==> src/rtl/chunked_adder_pkg.sv <==
// chunked_adder_pkg: shared state type and slice width for chunked_adder_ctrl
package chunked_adder_pkg;
  typedef enum logic [1:0] {IDLE, RUN, DONE} state_t;
  localparam int SLICE_W = 4;
endpackage

==> src/rtl/parallel_adder.sv <==
// parallel_adder: 4-bit adder slice with carry in and carry out
module parallel_adder (
  input  logic [3:0] a,
  input  logic [3:0] b,
  input  logic       cin,
  output logic [3:0] sum_out,
  output logic       carry_out
);
  assign {carry_out, sum_out} = {1'b0, a} + {1'b0, b} + {4'b0, cin};
endmodule

==> src/rtl/chunked_adder_ctrl.sv <==
// chunked_adder_ctrl: WIDTH-bit add streamed 4 bits/cycle through one slice; SUB_EN adds op (invert b)
module chunked_adder_ctrl
  import chunked_adder_pkg::*;
#(
  parameter int WIDTH = 16
) (
  input  logic             clk,
  input  logic             rst,
  input  logic             in_valid,
  output logic             in_ready,
  input  logic [WIDTH-1:0] a,
  input  logic [WIDTH-1:0] b,
  input  logic             cin,
`ifdef SUB_EN
  input  logic             op,
`endif
  output logic             out_valid,
  input  logic             out_ready,
  output logic [WIDTH-1:0] sum_out,
  output logic             carry_out,
  output logic             busy
);
  localparam int N = WIDTH / SLICE_W;
  localparam int IW = (N > 1) ? $clog2(N) : 1;
  state_t state;
  logic [N-1:0][SLICE_W-1:0] a_reg, b_reg, work_sum, next_sum;
  logic carry_reg;
  logic [IW-1:0] idx;
  logic [SLICE_W-1:0] s_sum;
  logic s_cout;
  logic [WIDTH-1:0] b_in;
`ifdef SUB_EN
  assign b_in = op ? ~b : b;
`else
  assign b_in = b;
`endif
  assign in_ready = state == IDLE;
  assign out_valid = state == DONE;
  assign busy = state != IDLE;
  parallel_adder u_slice (
    .a(a_reg[idx]),
    .b(b_reg[idx]),
    .cin(carry_reg),
    .sum_out(s_sum),
    .carry_out(s_cout)
  );
  // working sum with the current slice merged in, so the final result includes it
  always_comb begin
    next_sum = work_sum;
    next_sum[idx] = s_sum;
  end
  // sequencing FSM: capture, one slice per RUN cycle, hold result in DONE
  always_ff @(posedge clk) begin
    if (rst) begin
      state <= IDLE;
      a_reg <= '0;
      b_reg <= '0;
      work_sum <= '0;
      carry_reg <= 1'b0;
      idx <= '0;
      sum_out <= '0;
      carry_out <= 1'b0;
    end else begin
      case (state)
        IDLE: if (in_valid) begin
          a_reg <= a;
          b_reg <= b_in;
          carry_reg <= cin;
          idx <= '0;
          state <= RUN;
        end
        RUN: begin
          work_sum <= next_sum;
          carry_reg <= s_cout;
          idx <= idx + 1'b1;
          if (idx == IW'(N - 1)) begin
            sum_out <= next_sum;
            carry_out <= s_cout;
            state <= DONE;
          end
        end
        DONE: if (out_ready) state <= IDLE;
        default: state <= IDLE;
      endcase
    end
  end
endmodule

==> config.mk <==
export PLATFORM = sky130hd
export DESIGN_NAME = chunked_adder_ctrl
export DESIGN_NICKNAME = d
export VERILOG_FILES = /design/src/rtl/chunked_adder_pkg.sv /design/src/rtl/parallel_adder.sv /design/src/rtl/chunked_adder_ctrl.sv
export SDC_FILE = /design/constraint.sdc
export NUM_CORES = 1
export LEC_CHECK = 0
export CORE_AREA = 2 2 84 86
export CTS_CLUSTER_DIAMETER = 120
export CTS_CLUSTER_SIZE = 16
export DETAILED_ROUTE_END_ITERATION = 16
export DIE_AREA = 0 0 86 88
export PLACE_DENSITY = 0.8
export SLEW_MARGIN = 0
export SYNTH_ARGS = -nofsm -noshare
export SYNTH_HDL_FRONTEND = slang
export SYNTH_SLANG_ARGS = --single-unit
==> constraint.sdc <==
create_clock -name clk -period 2.3 [get_ports clk]
set_input_delay 0.345 -clock clk [delete_from_list [all_inputs] [get_ports clk]]
set_output_delay 0.345 -clock clk [all_outputs]
set_load 0.02 [all_outputs]
==> out/qor.csv, run 1 <==
stage,metric,value,unit
cts,clk_lat worst skew,0.35,ns
die,Initial Util,44.4,%
critical_path,CP max FO,8,
logic_synthesis,Yosys top cell area share,44.8,%
sta,minimum clock period after layout,2.30,ns
critical_path,crit path DAT,2.56,ns
die,die width,86,um
grt,grt ovf,0,
logic_synthesis,sequential share of the synthesized area,44.8,%
sta,unrepaired setup endpoints after global routing,yes,
placed_design,Detailed Place HPWL,4590,um
power,internal power component,1.81,mW
outcome,violated checks,setup timing,
sta,fmax,435,MHz
logic_synthesis,post-synth top area cell,dfxtp_1,
logic_synthesis,syn_nets,382,
logic_synthesis,Post-Synth Simple-Gate Area,19.9,%
power,Sw Share,26.4,%
cts,# hold bufs at CTS,0,
die,floorplan row count,30,
placed_design,Placer Congestion,0.785,
run,Max-Cap Viols,0,
placed_design,IO Port Bufs,56,
critical_path,startpoint class of the critical path,flop,
sta,hold_ws,0.448,ns
logic_synthesis,synth top area cells,"dfxtp_1, nand2_1, a21oi_1",
die,Core Box Area,6640,um2
cells_and_area,area grow syn2layout,28.9,%
logic_synthesis,number of synthesized register bits,66,
sta,max-slew violations,0,
sta,Worst-Margin Slew,0.468,ns
critical_path,critical path class,flop to flop,
cts,H-tree Lvls,3,
cells_and_area,Fillers,598,
detailed_routing,post-route ant nets,0,
power,Psw,650,uW
grt,initial antenna violation count,0,
cts,CTS tree,done,
grt,first-pass GRT wire length,10700,um
cts,clk slew on worst S/H paths,0.07,ns
cts,cts bufs inserted,9,
critical_path,reg-to-reg endpoint,sum_out[7],
sta,Max-slew headroom,68.8,%
logic_synthesis,dominant synthesized flop cell,dfxtp_1,
detailed_routing,1st-pass router iterations,4,
critical_path,worst setup path start,idx[0],
logic_synthesis,synth cell count leaders,"nand2_1, dfxtp_1, a21oi_1",
die,Die ar.,7570,um2
cells_and_area,ant diodes,0,
power,Power Density,648,nW/um2
cts,Root Buffer,clkbuf_8,
sta,Layout Skew,0.00507,ns
power,post-route total power,2.46,mW
detailed_routing,Residual DRC,0,
placed_design,DP Cell Count,458,
sta,count of final setup violators,1,
detailed_routing,WL/cell,13.6,um
sta,Tcrit/Tclk final,100,%
detailed_routing,initial DRC count,116,
sta,Final WS setup,-0.000750,ns
detailed_routing,Via Count,2487,
logic_synthesis,largest family of logic cells by synthesized area,simple AND/OR/NAND/NOR gates,
critical_path,Critical Path RT,2.56,ns
detailed_routing,Vias/cell,5.24,
critical_path,R2R Path Start,idx[0],
logic_synthesis,asr flop ratio synth,0,%
logic_synthesis,multiplexer share of the synthesized area,8.28,%
cells_and_area,final cell count without fillers,475,
power,sequential share of power,49.7,%
die,DIE HEIGHT,88,um
outcome,outcome,"complete, but fails checks",
power,logic gate share of total power,16.5,%
critical_path,Worst Setup End Kind,flop,
critical_path,R2R depth,6,
cts,maximum clock insertion buffer count,2,
grt,largest net degree at the start of global routing,36,
die,Ports,57,
critical_path,crit path to,sum_out[7],
cells_and_area,Final #Nets,436,
logic_synthesis,synth unique cells,35,
logic_synthesis,XOR/XNOR Fraction of Synth Area,0.594,%
power,leakage,1.34,nW
logic_synthesis,Mapped Cells,336,
power,Clk pwr share,33.8,%
logic_synthesis,Post-Syn Area,2950,um2
power,VDD IR-drop max,0.000437,V
logic_synthesis,most common cell in the synthesized netlist,nand2_1,
cts,clk sinks,66,
critical_path,R2R Setup Slk,-0.0007,ns
logic_synthesis,average size of a mapped cell,8.77,um2
logic_synthesis,Synth Area in Compound Gates,16.6,%
hold_path,Worst Hold Class,input pin to flop,
grt,vias in the first global route,2429,
grt,gr usage total,18.3,%
sta,Fin. Hold Viols,0,
cells_and_area,share of layout cells above drive strength 1,13.9,%
logic_synthesis,synthesized-area fraction occupied by adder cells,4.33,%
logic_synthesis,Yosys warnings,0,
detailed_routing,Post-Route WL,6470,um
logic_synthesis,"EDFF count, synth",0,
-- metal layers --
layer | global-route usage [%] | vias up | share of wire, %
met5 | 0 | - | 0
met4 | 7.65 | 0 | 2.0
met3 | 6.13 | 15 | 6.5
met2 | 32.1 | 78 | 51
met1 | 20.3 | 1153 | 41
li1 | - | 1241 | -
-- layout make-up --
type	count	area, um2	area share, %
clock buffer	13	149	3.92
tap	80	100	2.64
multi-input combinational	237	1520	40.0
sequential	66	1330	34.9
clock inverter	3	15.0	0.395
timing repair buffer	68	658	17.3
inverter	8	30.0	0.791
-- layout by cell type (no fill, tap or decap), types with 2 or more instances in the layout --
master,count
nand2b_1,8
a211oi_1,7
a311oi_2,3
clkbuf_8,10
mux2i_1,3
clkinv_2,3
nand2_1,94
fa_2,2
and2_1,3
ha_1,5
clkdlybuf4s50_1,55
o211ai_1,6
mux4_2,8
a21oi_1,49
nor2_1,16
buf_4,11
o21a_1,3
o31ai_1,4
dfxtp_1,64
inv_1,8
mux2_2,2
clkbuf_1,3
a211oi_2,2
nor3_1,2
nand3b_1,4
-- logic make-up after synthesis --
kind of cell,after synthesis
buffers and inverters,33
adders and majority gates,9
DFF,66
and+or+nand+nor,134
AOI/OAI and AO/OA,78
xor gates and xnor gates,2
muxes,14
-- worst min path at each step --
stage | slack [ns] | endpoint | startpoint | cells past startpoint
after floorplan | 0.43 | a_reg[10] | a_reg[10] | 2
after CTS | 0.44 | a_reg[15] | rst | 2
after global routing | 0.47 | sum_out[5] | sum_out[5] | 2
after detailed placement | 0.44 | sum_out[5] | sum_out[5] | 2
final | 0.45 | work_sum[6] | rst | 2
after global placement | 0.44 | sum_out[1] | sum_out[1] | 2
-- critical path, stage by stage, from the launching register on --
cell and delay [ns]:
dfxtp_4 0.43, mux4_2 0.56, ha_4 0.28, a21oi_2 0.14, o21a_2 0.21, mux2_4 0.32, a311oi_2 0.27
-- what timing repair did --
action                                  CTS  global route
gates resized for setup                   5             4
pin swaps                                 0             5
endpoints found under the setup margin    9            14
buffers inserted                          0             1
-- through the flow --
| step | utilization, % | worst slack (ns) | setup TNS (ns) | area [um2] |
|---|---|---|---|---|
| detailed placement | 54.1 | -0.0994 | -0.289 | 3590 |
| CTS | 56.7 | 0.00351 | 0 | 3770 |
| global placement | 54.1 | -0.00347 | -0.00569 | 3590 |
| finish | 57.2 | -0.000750 | -0.000750 | 3800 |
| floorplan | - | 0.0178 | 0 | 2980 |
| global route | 57.2 | -0.0569 | -0.131 | 3800 |
-- power groups by stage --
stage               clock network, mW  logic, mW  registers [mW]
floorplan                           0      0.250            1.24
global placement                    0      0.373            1.25
detailed placement                  0      0.384            1.25
CTS                             0.839      0.389            1.22
global route                    0.888      0.442            1.23
finish                          0.832      0.405            1.22
Power figures use the tool's default switching activity.
==> run 2: changes to the inputs <==
--- a/config.mk
+++ b/config.mk
@@ -15,3 +15,4 @@
 export SYNTH_ARGS = -nofsm -noshare
 export SYNTH_HDL_FRONTEND = slang
 export SYNTH_SLANG_ARGS = --single-unit
+export TNS_END_PERCENT = 5
==> run 2 against run 1 <==
Effect of this change:
- the run now ends clean
- final area increased by 2.1%
- die area is the same
- largest cell class unchanged
- via count fell by 0.68%
- clock power rose by 38%
- sequential share of layout area down 0.73 points
- non-clock buffer count is the same
- critical path depth grew 1
- register-to-register slack hardly changed
- utilization up 1.2 points
- flip-flop and latch count stayed put
==> out/qor.csv, run 2 (same netlist as run 1, synthesis figures left out) <==
stage,metric,value,unit,change
cells_and_area,share of layout cells above drive strength 1,15.2,%,+1.3 points
die,Ports,57,,unchanged
die,die width,86,um,unchanged
cells_and_area,ant diodes,0,,unchanged
cts,Root Buffer,clkbuf_8,,
critical_path,startpoint class of the critical path,flop,,
grt,first-pass GRT wire length,10400,um,-2.6%
cts,cts bufs inserted,9,,unchanged
cts,H-tree Lvls,3,,unchanged
detailed_routing,WL/cell,13.8,um,+1.1%
grt,vias in the first global route,2288,,-5.8%
critical_path,R2R Path Start,idx[0],,
detailed_routing,Post-Route WL,6540,um,+1.1%
critical_path,worst path buffer plus inverter count,1,,+1
cts,clk_lat worst skew,0.35,ns,about the same
sta,fmax,436,MHz,+0.30%
critical_path,Crit path max-delay family,adder cells,,
cts,clk slew on worst S/H paths,0.07,ns,about the same
critical_path,CP max FO,7,,-1
critical_path,R2R depth,7,,+1
placed_design,DP Cell Count,457,,-0.22%
hold_path,hold path cells,2,,unchanged
sta,unrepaired setup endpoints after global routing,yes,,
placed_design,placed cell areas,3570,um2,-0.59%
outcome,outcome,completed,,
power,logic gate share of total power,14.8,%,-1.7 points
cts,maximum clock insertion buffer count,2,,unchanged
die,Die ar.,7570,um2,unchanged
placed_design,IO Port Bufs,56,,unchanged
detailed_routing,initial DRC count,108,,-6.9%
grt,grt peak-use layer,met2,,
detailed_routing,Residual DRC,0,,unchanged
run,Max-Cap Viols,0,,unchanged
cells_and_area,Fillers,563,,-5.9%
critical_path,CP dominant cell by count,fa_2,,
power,Psw,677,uW,+4.2%
cts,CTS tree,done,,
critical_path,crit-path cells,mux4_2 > inv_2 > fa_2 > fa_2 > xnor2_4 > mux2i_1 > a211oi_1,,
detailed_routing,1st-pass router iterations,4,,unchanged
power,leakage,1.37,nW,+2.0%
grt,met1 Usage GRT,21.6,%,+1.4 points
sta,max-slew violations,0,,unchanged
detailed_routing,Vias/cell,5.20,,-0.68%
critical_path,reg-to-reg endpoint,sum_out[10],,
hold_path,Hold EP,sum_out[4],,
critical_path,Critical Path RT,2.57,ns,about the same
critical_path,crit path DAT,2.56,ns,about the same
power,internal power component,2.11,mW,+16%
critical_path,"Largest stage delay, worst path",0.43,ns,-0.13 ns
placed_design,pre-CTS setup slack,-0.228,ns,-0.129 ns
cells_and_area,most frequent cells in the layout,"nand2_1, dfxtp_1, clkdlybuf4s50_1, a21oi_1, nor2_1",,
power,post-route total power,2.79,mW,+13%
sta,count of final setup violators,0,,-1
cts,clk sinks,66,,unchanged
sta,Worst-Margin Slew,0.502,ns,+0.0346 ns
critical_path,Worst Setup End Kind,flop,,
placed_design,Detailed Place HPWL,4610,um,+0.31%
cells_and_area,final cell count without fillers,475,,unchanged
power,Power Density,719,nW/um2,+11%
critical_path,CP Depth,7,,+1
sta,minimum clock period after layout,2.29,ns,-0.00687 ns
cells_and_area,design area,3880,um2,+2.1%
grt,grt ovf,0,,unchanged
power,sequential share of power,43.9,%,-5.8 points
critical_path,critical path class,flop to flop,,
detailed_routing,Via Count,2470,,-0.68%
hold_path,Hold Crit Start,sum_out[4],,
grt,initial antenna violation count,0,,unchanged
sta,Final WS setup,0.00612,ns,+0.00687 ns
die,Core Box Area,6640,um2,unchanged
sta,Fin. Hold Viols,0,,unchanged
power,Sw Share,24.3,%,-2.1 points
critical_path,"Slowest-stage cell, CP",fa_2,,
sta,setup TNS,0,ns,+0.000750 ns
critical_path,R2R Setup Slk,0.006,ns,about the same
power,Clk pwr share,41.3,%,+7.5 points
power,VDD IR-drop max,0.000498,V,+14%
grt,met3 Use GR,6.60,%,+0.47 points
sta,Max-slew headroom,66.5,%,-2.3 points
cells_and_area,area grow syn2layout,31.6,%,
die,floorplan row count,30,,unchanged
die,Initial Util,44.4,%,unchanged
grt,gr usage total,17.9,%,-0.39 points
cells_and_area,Final #Nets,436,,unchanged
placed_design,Placer Congestion,0.898,,+14%
grt,largest net degree at the start of global routing,34,,-5.6%
detailed_routing,post-route ant nets,0,,unchanged
sta,Layout Skew,0.0102,ns,+0.00517 ns
sta,Tcrit/Tclk final,99.7,%,-0.30 points
grt,met2 global-route usage,28.8,%,-3.3 points
cells_and_area,"commonest non-fill, non-tap cell in the layout",nand2_1,,
die,DIE HEIGHT,88,um,unchanged
hold_path,Worst Hold Class,flop to flop,,
[run 2: changes by cell type in the layout (fill, tap and decap cells not counted), sizes merged]
cell    before  now
bufinv       0    3
clkbuf      13   10
[run 2: area by class of cell]
type	count	area [um2]	share of cell area (%)
multi-input combinational	237	1540	39.7
inverter	8	30.0	0.774
sequential	66	1330	34.2
timing repair buffer	68	649	16.7
tap	80	100	2.58
clock inverter	6	105	2.71
clock buffer	10	128	3.29
[run 2: worst max path at each step]
stage                start          end  slack, ns
floorplan           idx[0]  sum_out[11]     -0.002
global placement    idx[0]   sum_out[3]      -0.11
detailed placement  idx[0]   sum_out[2]      -0.23
CTS                 idx[0]   sum_out[3]      0.003
global route        idx[0]  sum_out[10]      -0.06
finish              idx[0]  sum_out[10]      0.006
[run 2: timing repair]
| item | CTS | global route |
|---|---|---|
| pin swaps | 1 | 10 |
| setup endpoints to repair | 18 | 13 |
| setup buffers | 2 | 0 |
| gates resized for setup | 4 | 11 |
| hold buffers | 0 | 0 |
[run 2: power by group through the flow]
stage / Clock, mW / Combinational, mW / Sequential [mW]
5_1_grt: 1.22 / 0.449 / 1.23
6_report: 1.15 / 0.414 / 1.22
3_5_place_dp: 0 / 0.378 / 1.25
2_1_floorplan: 0 / 0.250 / 1.24
4_1_cts: 1.16 / 0.399 / 1.22
3_3_place_gp: 0 / 0.366 / 1.25
[run 2: stage by stage]
step	hold WS (ns)	util (%)
final	0.452	58.4
after global routing	0.476	58.4
after CTS	0.446	57.7
after detailed placement	0.442	53.8
after global placement	0.437	53.8
after floorplan	0.433	-
[run 2: worst min-delay path, delay by kind of cell (launching register included)]
family,cells,cell delay (ns)
AO/OA/AOI/OAI,1,0.05
AND/OR/NAND/NOR,1,0.05
flip-flops,1,0.31
[run 2: layer usage]
metal | part of all wire [%] | vias up
li1 | - | 1241
met1 | 44 | 1141
met2 | 48 | 72
met3 | 5.2 | 16
met4 | 2.5 | 0
met5 | 0 | -
